**src/rtl/jam_perm_engine.sv**
```systemverilog
// Exhaustive job-assignment engine: walks all N! permutations in lexicographic order,
// summing costs from an external table and keeping the minimum, its multiplicity and first hit.
module jam_perm_engine #(
   parameter int unsigned N   = 8,
   parameter int unsigned CW  = 7,
   parameter int unsigned MCW = 16,
   localparam int unsigned IW = $clog2(N),
   localparam int unsigned SW = CW + $clog2(N)
) (
   input  logic            i_clk,
   input  logic            i_rst_n,
   input  logic            i_start,
   output logic            o_busy,
   output logic [IW-1:0]   o_w,
   output logic [IW-1:0]   o_j,
   input  logic [CW-1:0]   i_cost,
   output logic [SW-1:0]   o_min_cost,
   output logic [MCW-1:0]  o_match_count,
   output logic [N*IW-1:0] o_best_perm,
   output logic            o_valid
);

   localparam int NI = N;
   localparam logic [IW-1:0] LastK = IW'(N - 1);

   typedef logic [N-1:0][IW-1:0] perm_t;
   typedef enum logic [2:0] {StIdle, StAccum, StEval, StNext, StDone} state_t;

   state_t         r_state, w_state_next;
   perm_t          r_perm, r_run_best, r_best_perm;
   perm_t          w_ident, w_swapped, w_perm_next, w_best_d;
   logic [IW-1:0]  r_k;
   logic [SW-1:0]  r_sum, r_run_min, r_min_cost, w_min_d;
   logic [MCW-1:0] r_run_cnt, r_match_count, w_cnt_d;
   logic           r_first, r_valid, w_is_last;
   logic [IW-1:0]  w_w, w_j, w_pivot_val;
   int             w_pivot, w_succ;

   always_ff @(posedge i_clk or negedge i_rst_n) begin
      if (!i_rst_n) r_state <= StIdle;
      else          r_state <= w_state_next;
   end

   always_comb begin
      w_state_next = r_state;
      w_w          = '0;
      w_j          = '0;
      unique case (r_state)
         StIdle:  if (i_start) w_state_next = StAccum;
         StAccum: begin
            w_w = r_k;
            w_j = r_perm[r_k];
            if (r_k == LastK) w_state_next = StEval;
         end
         StEval:  w_state_next = w_is_last ? StDone : StNext;
         StNext:  w_state_next = StAccum;
         StDone:  w_state_next = StIdle;
         default: w_state_next = StIdle;
      endcase
   end

   always_comb begin
      for (int i = 0; i < NI; i++) w_ident[i] = IW'(i);
   end

   // Lexicographic successor, built from index comparisons so no variable selects are needed.
   always_comb begin
      w_is_last = 1'b1;
      w_pivot   = 0;
      for (int i = 0; i < NI - 1; i++) begin
         if (r_perm[i] < r_perm[i+1]) begin
            w_pivot   = i;
            w_is_last = 1'b0;
         end
      end
      w_pivot_val = '0;
      for (int i = 0; i < NI; i++) if (i == w_pivot) w_pivot_val = r_perm[i];
      // Suffix is descending, so the rightmost larger element is the smallest larger one.
      w_succ = 0;
      for (int i = 0; i < NI; i++)
         if (i > w_pivot && r_perm[i] > w_pivot_val) w_succ = i;
      w_swapped = r_perm;
      for (int i = 0; i < NI; i++) begin
         if (i == w_pivot) begin
            for (int m = 0; m < NI; m++) if (m == w_succ) w_swapped[i] = r_perm[m];
         end
         if (i == w_succ) w_swapped[i] = w_pivot_val;
      end
      w_perm_next = w_swapped;
      for (int i = 0; i < NI; i++)
         for (int m = 0; m < NI; m++)
            if (i > w_pivot && m == NI + w_pivot - i) w_perm_next[i] = w_swapped[m];
   end

   always_comb begin
      w_min_d  = r_run_min;
      w_cnt_d  = r_run_cnt;
      w_best_d = r_run_best;
      if (r_first || r_sum < r_run_min) begin
         w_min_d  = r_sum;
         w_cnt_d  = MCW'(1);
         w_best_d = r_perm;
      end else if (r_sum == r_run_min && r_run_cnt != '1) begin
         w_cnt_d = r_run_cnt + 1'b1;
      end
   end

   always_ff @(posedge i_clk or negedge i_rst_n) begin
      if (!i_rst_n) begin
         for (int i = 0; i < NI; i++) begin
            r_perm[i]      <= IW'(i);
            r_run_best[i]  <= IW'(i);
            r_best_perm[i] <= IW'(i);
         end
         r_k           <= '0;
         r_sum         <= '0;
         r_run_min     <= '0;
         r_run_cnt     <= '0;
         r_first       <= 1'b0;
         r_min_cost    <= '0;
         r_match_count <= '0;
         r_valid       <= 1'b0;
      end else begin
         r_valid <= 1'b0;
         case (r_state)
            StIdle: begin
               if (i_start) begin
                  r_perm  <= w_ident;
                  r_k     <= '0;
                  r_sum   <= '0;
                  r_first <= 1'b1;
               end
            end
            StAccum: begin
               r_sum <= r_sum + SW'(i_cost);
               r_k   <= (r_k == LastK) ? '0 : r_k + 1'b1;
            end
            StEval: begin
               r_run_min  <= w_min_d;
               r_run_cnt  <= w_cnt_d;
               r_run_best <= w_best_d;
               r_first    <= 1'b0;
               // Results are published on the edge entering DONE so Valid sees fresh values.
               if (w_is_last) begin
                  r_min_cost    <= w_min_d;
                  r_match_count <= w_cnt_d;
                  r_best_perm   <= w_best_d;
                  r_valid       <= 1'b1;
               end
            end
            StNext: begin
               r_perm <= w_perm_next;
               r_sum  <= '0;
               r_k    <= '0;
            end
            default: ;
         endcase
      end
   end

   assign o_busy        = (r_state != StIdle);
   assign o_w           = w_w;
   assign o_j           = w_j;
   assign o_min_cost    = r_min_cost;
   assign o_match_count = r_match_count;
   assign o_best_perm   = r_best_perm;
   assign o_valid       = r_valid;

endmodule
```
**config.mk**
```make
export PLATFORM = sky130hd
export DESIGN_NAME = jam_perm_engine
export DESIGN_NICKNAME = d
export VERILOG_FILES = /design/src/rtl/jam_perm_engine.sv
export SDC_FILE = /design/constraint.sdc
export NUM_CORES = 1
export LEC_CHECK = 0
export BUFFER_PORTS_ARGS = -buffer_cell sky130_fd_sc_hd__buf_2
export CORE_ASPECT_RATIO = 1.75
export CORE_MARGIN = 3
export CORE_UTILIZATION = 30
export CTS_CLUSTER_DIAMETER = 60
export DETAILED_ROUTE_END_ITERATION = 8
export PLACE_DENSITY = 0.56
export SKIP_CTS_REPAIR_TIMING = 1
export SYNTH_ARGS = -nofsm -noshare
export SYNTH_HDL_FRONTEND = slang
export SYNTH_SLANG_ARGS = --single-unit
```
**constraint.sdc**
```tcl
create_clock -name i_clk -period 7.61 [get_ports i_clk]
set_clock_uncertainty 0.1 [all_clocks]
set_input_delay 0.761 -clock i_clk [delete_from_list [all_inputs] [get_ports i_clk]]
set_output_delay 0.761 -clock i_clk [all_outputs]
set_load 0.1 [all_outputs]
```
* After elaboration in Yosys (flattened, before gate mapping) *
Index checks and enable logic that the tools add are counted.

operators by class
  $add $sub $neg = 11
  $lt $le $gt $ge = 24
  equality and inequality tests = 78
  multiplexer cells = 186
  reduce and logical (&&, ||, !) cells = 91

operators with widths
  operator                                                        number
  equality test 4 x 32 -> 1 bit (first input constant)            40
  equality test 3 x 32 -> 1 bit (first input constant)            20
  2-to-1 mux 3 bit                                                151
  2-to-1 mux 32 bit                                               11
  equality test 2 x 32 -> 1 bit (first input constant)            10
  logical NOT 32 bit                                              9
  greater-than comparator 4 x 32 -> 1 bit (first input constant)  4
  subtractor 32 x 4 -> 32 bit (second input constant)             4
  logical AND 1 bit                                               71
  greater-than comparator 3 x 32 -> 1 bit (first input constant)  2
  subtractor 32 x 3 -> 32 bit (second input constant)             2
  2-to-1 mux 24 bit                                               2
  one-hot mux 24 bit (2 select lines)                             1
  adder 5 x 32 -> 32 bit (first input constant)                   1
  greater-than comparator 1 x 32 -> 1 bit (first input constant)  1
  greater-than comparator 2 x 32 -> 1 bit (first input constant)  1
  2-to-1 mux 16 bit                                               2
  subtractor 32 x 2 -> 32 bit (second input constant)             1
  one-hot mux 10 bit (3 select lines)                             1
  greater-than comparator 3 bit                                   7
  < comparator 3 bit                                              7
  2-to-1 mux 10 bit                                               2
  adder 16 x 1 -> 16 bit (second input constant)                  1
  != test 16 bit (second input constant)                          1
  19 further kinds                                                38

storage, ports and cells
  flip-flop bits (word level) = 142
  bits of input ports = 10
  logic and storage cells = 423

* Longest topological paths before layout *
  depth in word-level cells = 44
  gate-level depth with buffers = 34
  mapped depth without buffers = 30

* Least setup slack after synthesis *
Ideal clock, no wire load.

  kind = reg2reg
  start = register r_perm[22] (netlist name)
  end = register r_perm[22] (netlist name)
  setup time = 0.097 ns
  arrival time = 6.953 ns
  required time = 7.413 ns
  slack = 0.460 ns
  stages on the path, launching flop included = 33
  path buffers = 6
  period minus slack after synthesis = 7.150 ns
  cell sequence = dfstp_2 > clkbuf_1 > inv_1 > ha_1 > nand2_1 > o21ai_1 > clkbuf_1 > nand2_1 > nor2_1 > inv_1 > nor2_1 > ha_1 > buf_1 > a311oi_1 > a21oi_1 > o31ai_1 > mux2i_1 > clkbuf_1 > ha_1 > nand2_1 > a2bb2oi_1 > o221ai_1 > a21oi_1 > and2_1 > clkbuf_1 > clkbuf_1 > nor3_1 > o31a_1 > o31ai_1 > o211ai_1 > o221ai_1 > nor3_1 > o41ai_2

on the way
  cells in the longest elaborated chain, start to end = 39
  elaborated cells between the ends (all ways) = 153

ends and longest elaborated chain
  element                                                              line    text
  start, declared                                                      30      perm_t r_perm, r_run_best, r_best_perm;
  start signal, assigned by index                                      111     r_perm[i] <= IW'(i);
  start signal, assigned                                               128     r_perm <= w_ident;
  start signal, assigned                                               152     r_perm <= w_perm_next;
  < comparator 3 bit                                                   71      if (r_perm[i] < r_perm[i+1]) begin
  2-to-1 mux 32 bit                                                    71
  logical NOT 32 bit                                                   77, 84
  2-to-1 mux 3 bit (8 in series)                                       77      for (int i = 0; i < NI; i++) if (i == w_pivot) w_pivot_val = r_perm[i];
  greater-than comparator 3 bit                                        81      if (i > w_pivot && r_perm[i] > w_pivot_val) w_succ = i;
  logical AND 1 bit                                                    81
  2-to-1 mux 1 bit                                                     81
  2-to-1 mux 32 bit (6 in series)                                      81
  equality test 2 x 32 -> 1 bit or logical NOT 32 bit (tied branches)  85, 87
  2-to-1 mux 3 bit (7 in series)                                       85      for (int m = 0; m < NI; m++) if (m == w_succ) w_swapped[i] = r_perm[m];
  2-to-1 mux 3 bit                                                     84      if (i == w_pivot) begin
  2-to-1 mux 3 bit                                                     87      if (i == w_succ) w_swapped[i] = w_pivot_val;
  2-to-1 mux 3 bit (7 in series)                                       92      if (i > w_pivot && m == NI + w_pivot - i) w_perm_next[i] = w_swapped[m];
  2-to-1 mux 3 bit (*)                                                 92
  one-hot mux 24 bit (2 select lines) (*)                              125     case (r_state)

Every way passes the cells marked *; elsewhere a longest branch is shown, timed or not.
A chain may end at the register's enable or synchronous reset.

* Final worst setup path *
  start = register r_perm[14] (netlist name)
  end = register r_perm[9] (netlist name)

on the way
  cells in the longest elaborated chain, start to end = 42
  elaborated cells between the ends (all ways) = 157

ends and longest elaborated chain
  element                                                              line
  < comparator 3 bit                                                   71
  2-to-1 mux 32 bit (4 in series)                                      71
  logical NOT 32 bit                                                   77, 84
  2-to-1 mux 3 bit (8 in series)                                       77
  greater-than comparator 3 bit                                        81
  logical AND 1 bit                                                    81
  2-to-1 mux 1 bit                                                     81
  2-to-1 mux 32 bit (6 in series)                                      81
  equality test 2 x 32 -> 1 bit or logical NOT 32 bit (tied branches)  85, 87
  2-to-1 mux 3 bit (7 in series)                                       85
  2-to-1 mux 3 bit                                                     84
  2-to-1 mux 3 bit                                                     87
  2-to-1 mux 3 bit (7 in series)                                       92
  2-to-1 mux 3 bit (*)                                                 92
  one-hot mux 24 bit (2 select lines) (*)                              125

Marks and branches as above.

==> impl_metrics.py <==
metrics = {
    "outcome": {
        "status": "finished, final reports clean",
    },
    "drt": {
        "route.detailed.drc": 0,
        "vias_per_cell": 5.895,
        "m1WireLength_um": 17790,
        "vias": 12030,
        "wl_met3_um": 2601,
        "wirelength_um": 52500,
        "wl_met2_um": 26980,
        "ant_nets": 0,
        "firstDrtPassIters": 6,
        "top_layer_used": "met4",
        "routedWlPerCell_um": 25.74,
        "dr.first_iter.drc_count": 988,
    },
    "sta": {
        "grt_setup_unrepaired": "no",
        "fin_crit_sh": 0.9482,
        "finalCriticalPeriod_ps": 7216,
        "finalSetupViolations": 0,
        "worstMarginPinSlew_ps": 1099,
        "slew_violations": 0,
        "setup_tns_ps": 0,
        "slew_headroom": 0.2651,
        "fmax_mhz": 138.6,
        "finalHoldViolations": 0,
    },
    "die": {
        "die_y_um": 260.2,
        "coreArea_mm2": 0.03626,
        "num_rows": 92,
        "dieArea_mm2": 0.03936,
        "start_util": 0.3056,
        "io_pins": 68,
        "die_x_um": 151.3,
    },
    "logic_synthesis": {
        "synth_area_mm2": 0.01108,
        "synth_warnings": 0,
        "synth.top_cell.area_share": 0.2394,
        "synth.avg_cell_area_um2": 8.177,
        "synthCells": 1355,
        "yosys.cell_count.top_type": "nand2_1",
        "synth_fp_nets": 1420,
        "synth-seq-area-share": 0.3248,
        "async_reset_ff_frac": 1.000,
        "ys_seq_elements": 142,
        "synthFlopType": "dfrtp_1",
        "synth_area_leaders": "dfrtp_1, dfstp_2, nand2_1",
        "yosysTopAreaCell": "dfrtp_1",
        "synthTopCellsByCount": "nand2_1, o21ai_0, nor2_1, dfrtp_1, clkbuf_1",
        "yosysUniqueCellTypes": 92,
        "synth_edf_count": 0,
    },
    "final_layout": {
        "fin_nets": 1622,
        "area_delta_synth_final_pct": 24.93,
        "antenna_cells": 0,
        "stdcell_area_mm2": 0.01384,
        "drive_gt1_frac": 0.2510,
    },
    "grt": {
        "track_usage": 0.2668,
        "gr-total-overflow": 0,
        "grt_first_pass_wirelength_um": 77040,
        "grt_pass1_vias": 12300,
        "antenna_found_initial": 0,
        "grt_start_max_net_pins": 103,
    },
    "clocking": {
        "cts_sinks": 142,
        "cts_tree": "yes",
        "cts_buffers": 17,
        "clk_pin_slew_ps": 80,
        "htreeDepth": 4,
        "clockRootBuffer": "clkbuf_16",
        "max-clock-path-buffers": 2,
        "insertion_delay_ps": 460,
    },
    "setup_path": {
        "r2r_setup_slack_ps": 390,
        "cp-start-kind": "flip-flop",
        "crit_end": "r_perm[9]$_DFFE_PN1P_",
        "timing.rr.start": "r_perm[14]$_DFFE_PN1P_",
        "critPathMostFrequentCell": "buf_4",
        "reg2reg_to": "r_perm[9]$_DFFE_PN1P_",
        "path_max_fanout": 5,
        "cp_slowest_cell": "a21oi_1",
        "cpPeakStageDelay_ps": 650,
        "crit_required_ps": 7880,
        "cp-startpoint": "r_perm[14]$_DFFE_PN1P_",
        "cp-end-kind": "flip-flop",
        "r2r_cells": 34,
        "criticalPathCategory": "flip-flop to flip-flop",
        "worstPathArrival_ps": 7490,
    },
    "placement": {
        "dp_hpwl_um": 40490,
        "place_area_mm2": 0.01324,
        "io_buffers": 67,
        "gp_congestion": 1.113,
    },
    "worst_hold_path": {
        "worstHoldPathType": "primary input to asynchronous set/reset pin",
    },
    "power_and_ir_drop": {
        "ir_drop_v": 0.0001376,
        "power_density_mw_per_mm2": 138.1,
        "leakage_uw": 0.006428,
    },
    "job": {
        "drv_cap": 0,
    },
}
[state kept, by name (all words and copies together), names as in the netlist]
| signal | count |
|---|---|
| o_best_perm | 24 |
| r_perm | 24 |
| r_run_best | 24 |
| o_match_count | 16 |
| r_run_cnt | 16 |
| o_min_cost | 10 |
| r_run_min | 10 |
| r_sum | 10 |
| r_k | 3 |
| r_state | 3 |
| o_valid | 1 |
| r_first | 1 |
[critical path, delay by kind of cell, from the launching register on]
| family | cells | cell delay, ps |
|---|---|---|
| adders and majority gates | 3 | 800 |
| and+or+nand+nor | 8 | 820 |
| DFF | 1 | 600 |
| buffers and inverters | 8 | 1470 |
| muxes | 1 | 220 |
| AOI/OAI and AO/OA | 14 | 3080 |
[report_power, final]
part | switching, µW | leakage (µW) | internal, µW | total [µW]
registers | 38.1 | 0.00175 | 844 | 882
logic | 81.7 | 0.00439 | 64.9 | 147
clock network | 364 | 0.000289 | 518 | 882
[per-layer routing]
layer	up-vias	track usage
li1	5419	-
met1	5808	0.2622
met2	547	0.4792
met3	251	0.04690
met4	0	0.2141
met5	-	0
[cells by family (layout without fill, tap and decap cells)]
logic type	after synthesis	count (layout)	synth area share
buffers and inverters	148	363	0.05217
muxes	62	62	0.06414
and+or+nand+nor	458	458	0.1876
adders and majority gates	55	55	0.06279
AOI/OAI and AO/OA	468	468	0.2911
xor gates and xnor gates	22	22	0.01739
DFF	142	142	0.3248
[worst min-delay path by stage]
stage	from	end	slack, ps	depth (start not counted)
floorplan	r_run_best[11]$_DFFE_PN0P_	r_run_best[11]$_DFFE_PN0P_	350	2
global placement	o_match_count[14]$_DFFE_PN0P_	o_match_count[14]$_DFFE_PN0P_	360	2
detailed placement	o_match_count[14]$_DFFE_PN0P_	o_match_count[14]$_DFFE_PN0P_	370	2
CTS	i_rst_n	r_run_best[5]$_DFFE_PN0P_	310	1
global route	i_rst_n	r_sum[4]$_DFFE_PN0P_	320	1
finish	i_rst_n	r_sum[4]$_DFFE_PN0P_	280	1
[cell type report]
type	count	area (µm²)
fill	3772	22420
clock buffer	20	436.7
inverter	60	225.2
tap	470	588.1
sequential	142	3598
multi-input combinational	1065	6923
clock inverter	12	160.2
timing repair buffer	271	1911
[cell usage in the layout (no fill, tap or decap), drive strengths merged, types with 11 or more instances in the layout]
| master | count |
|---|---|
| a21oi | 64 |
| and3 | 12 |
| mux2i | 44 |
| nor3 | 20 |
| dfstp | 36 |
| mux2 | 12 |
| o221ai | 17 |
| and2 | 12 |
| nor2 | 114 |
| o21a | 15 |
| xnor2 | 12 |
| buf | 271 |
| inv | 60 |
| a211oi | 14 |
| a31oi | 20 |
| dfrtp | 106 |
| o211ai | 25 |
| nor2b | 12 |
| clkbuf | 20 |
| o22ai | 21 |
| nand3 | 32 |
| o21ai | 149 |
| ha | 54 |
| o31ai | 22 |
| nand4 | 11 |
| nand2 | 200 |
| a22oi | 13 |
[metrics by stage]
step / power [µW] / utilization / hold slack [ps] / std cells / setup WS, ps
final: 1911 / 0.3817 / 282.1 / 2040 / 394.4
after global routing: 1990 / 0.3817 / 322.7 / 2040 / 11.98
after CTS: 1925 / 0.3816 / 307.6 / 2040 / 294.2
after detailed placement: 1041 / 0.3652 / 365.5 / 2008 / 357.5
after global placement: 1033 / 0.3652 / 356.5 / 2008 / 335.5
after floorplan: 988.5 / - / 349.2 / 1355 / 459.7
(Power assumes the default switching activity.)
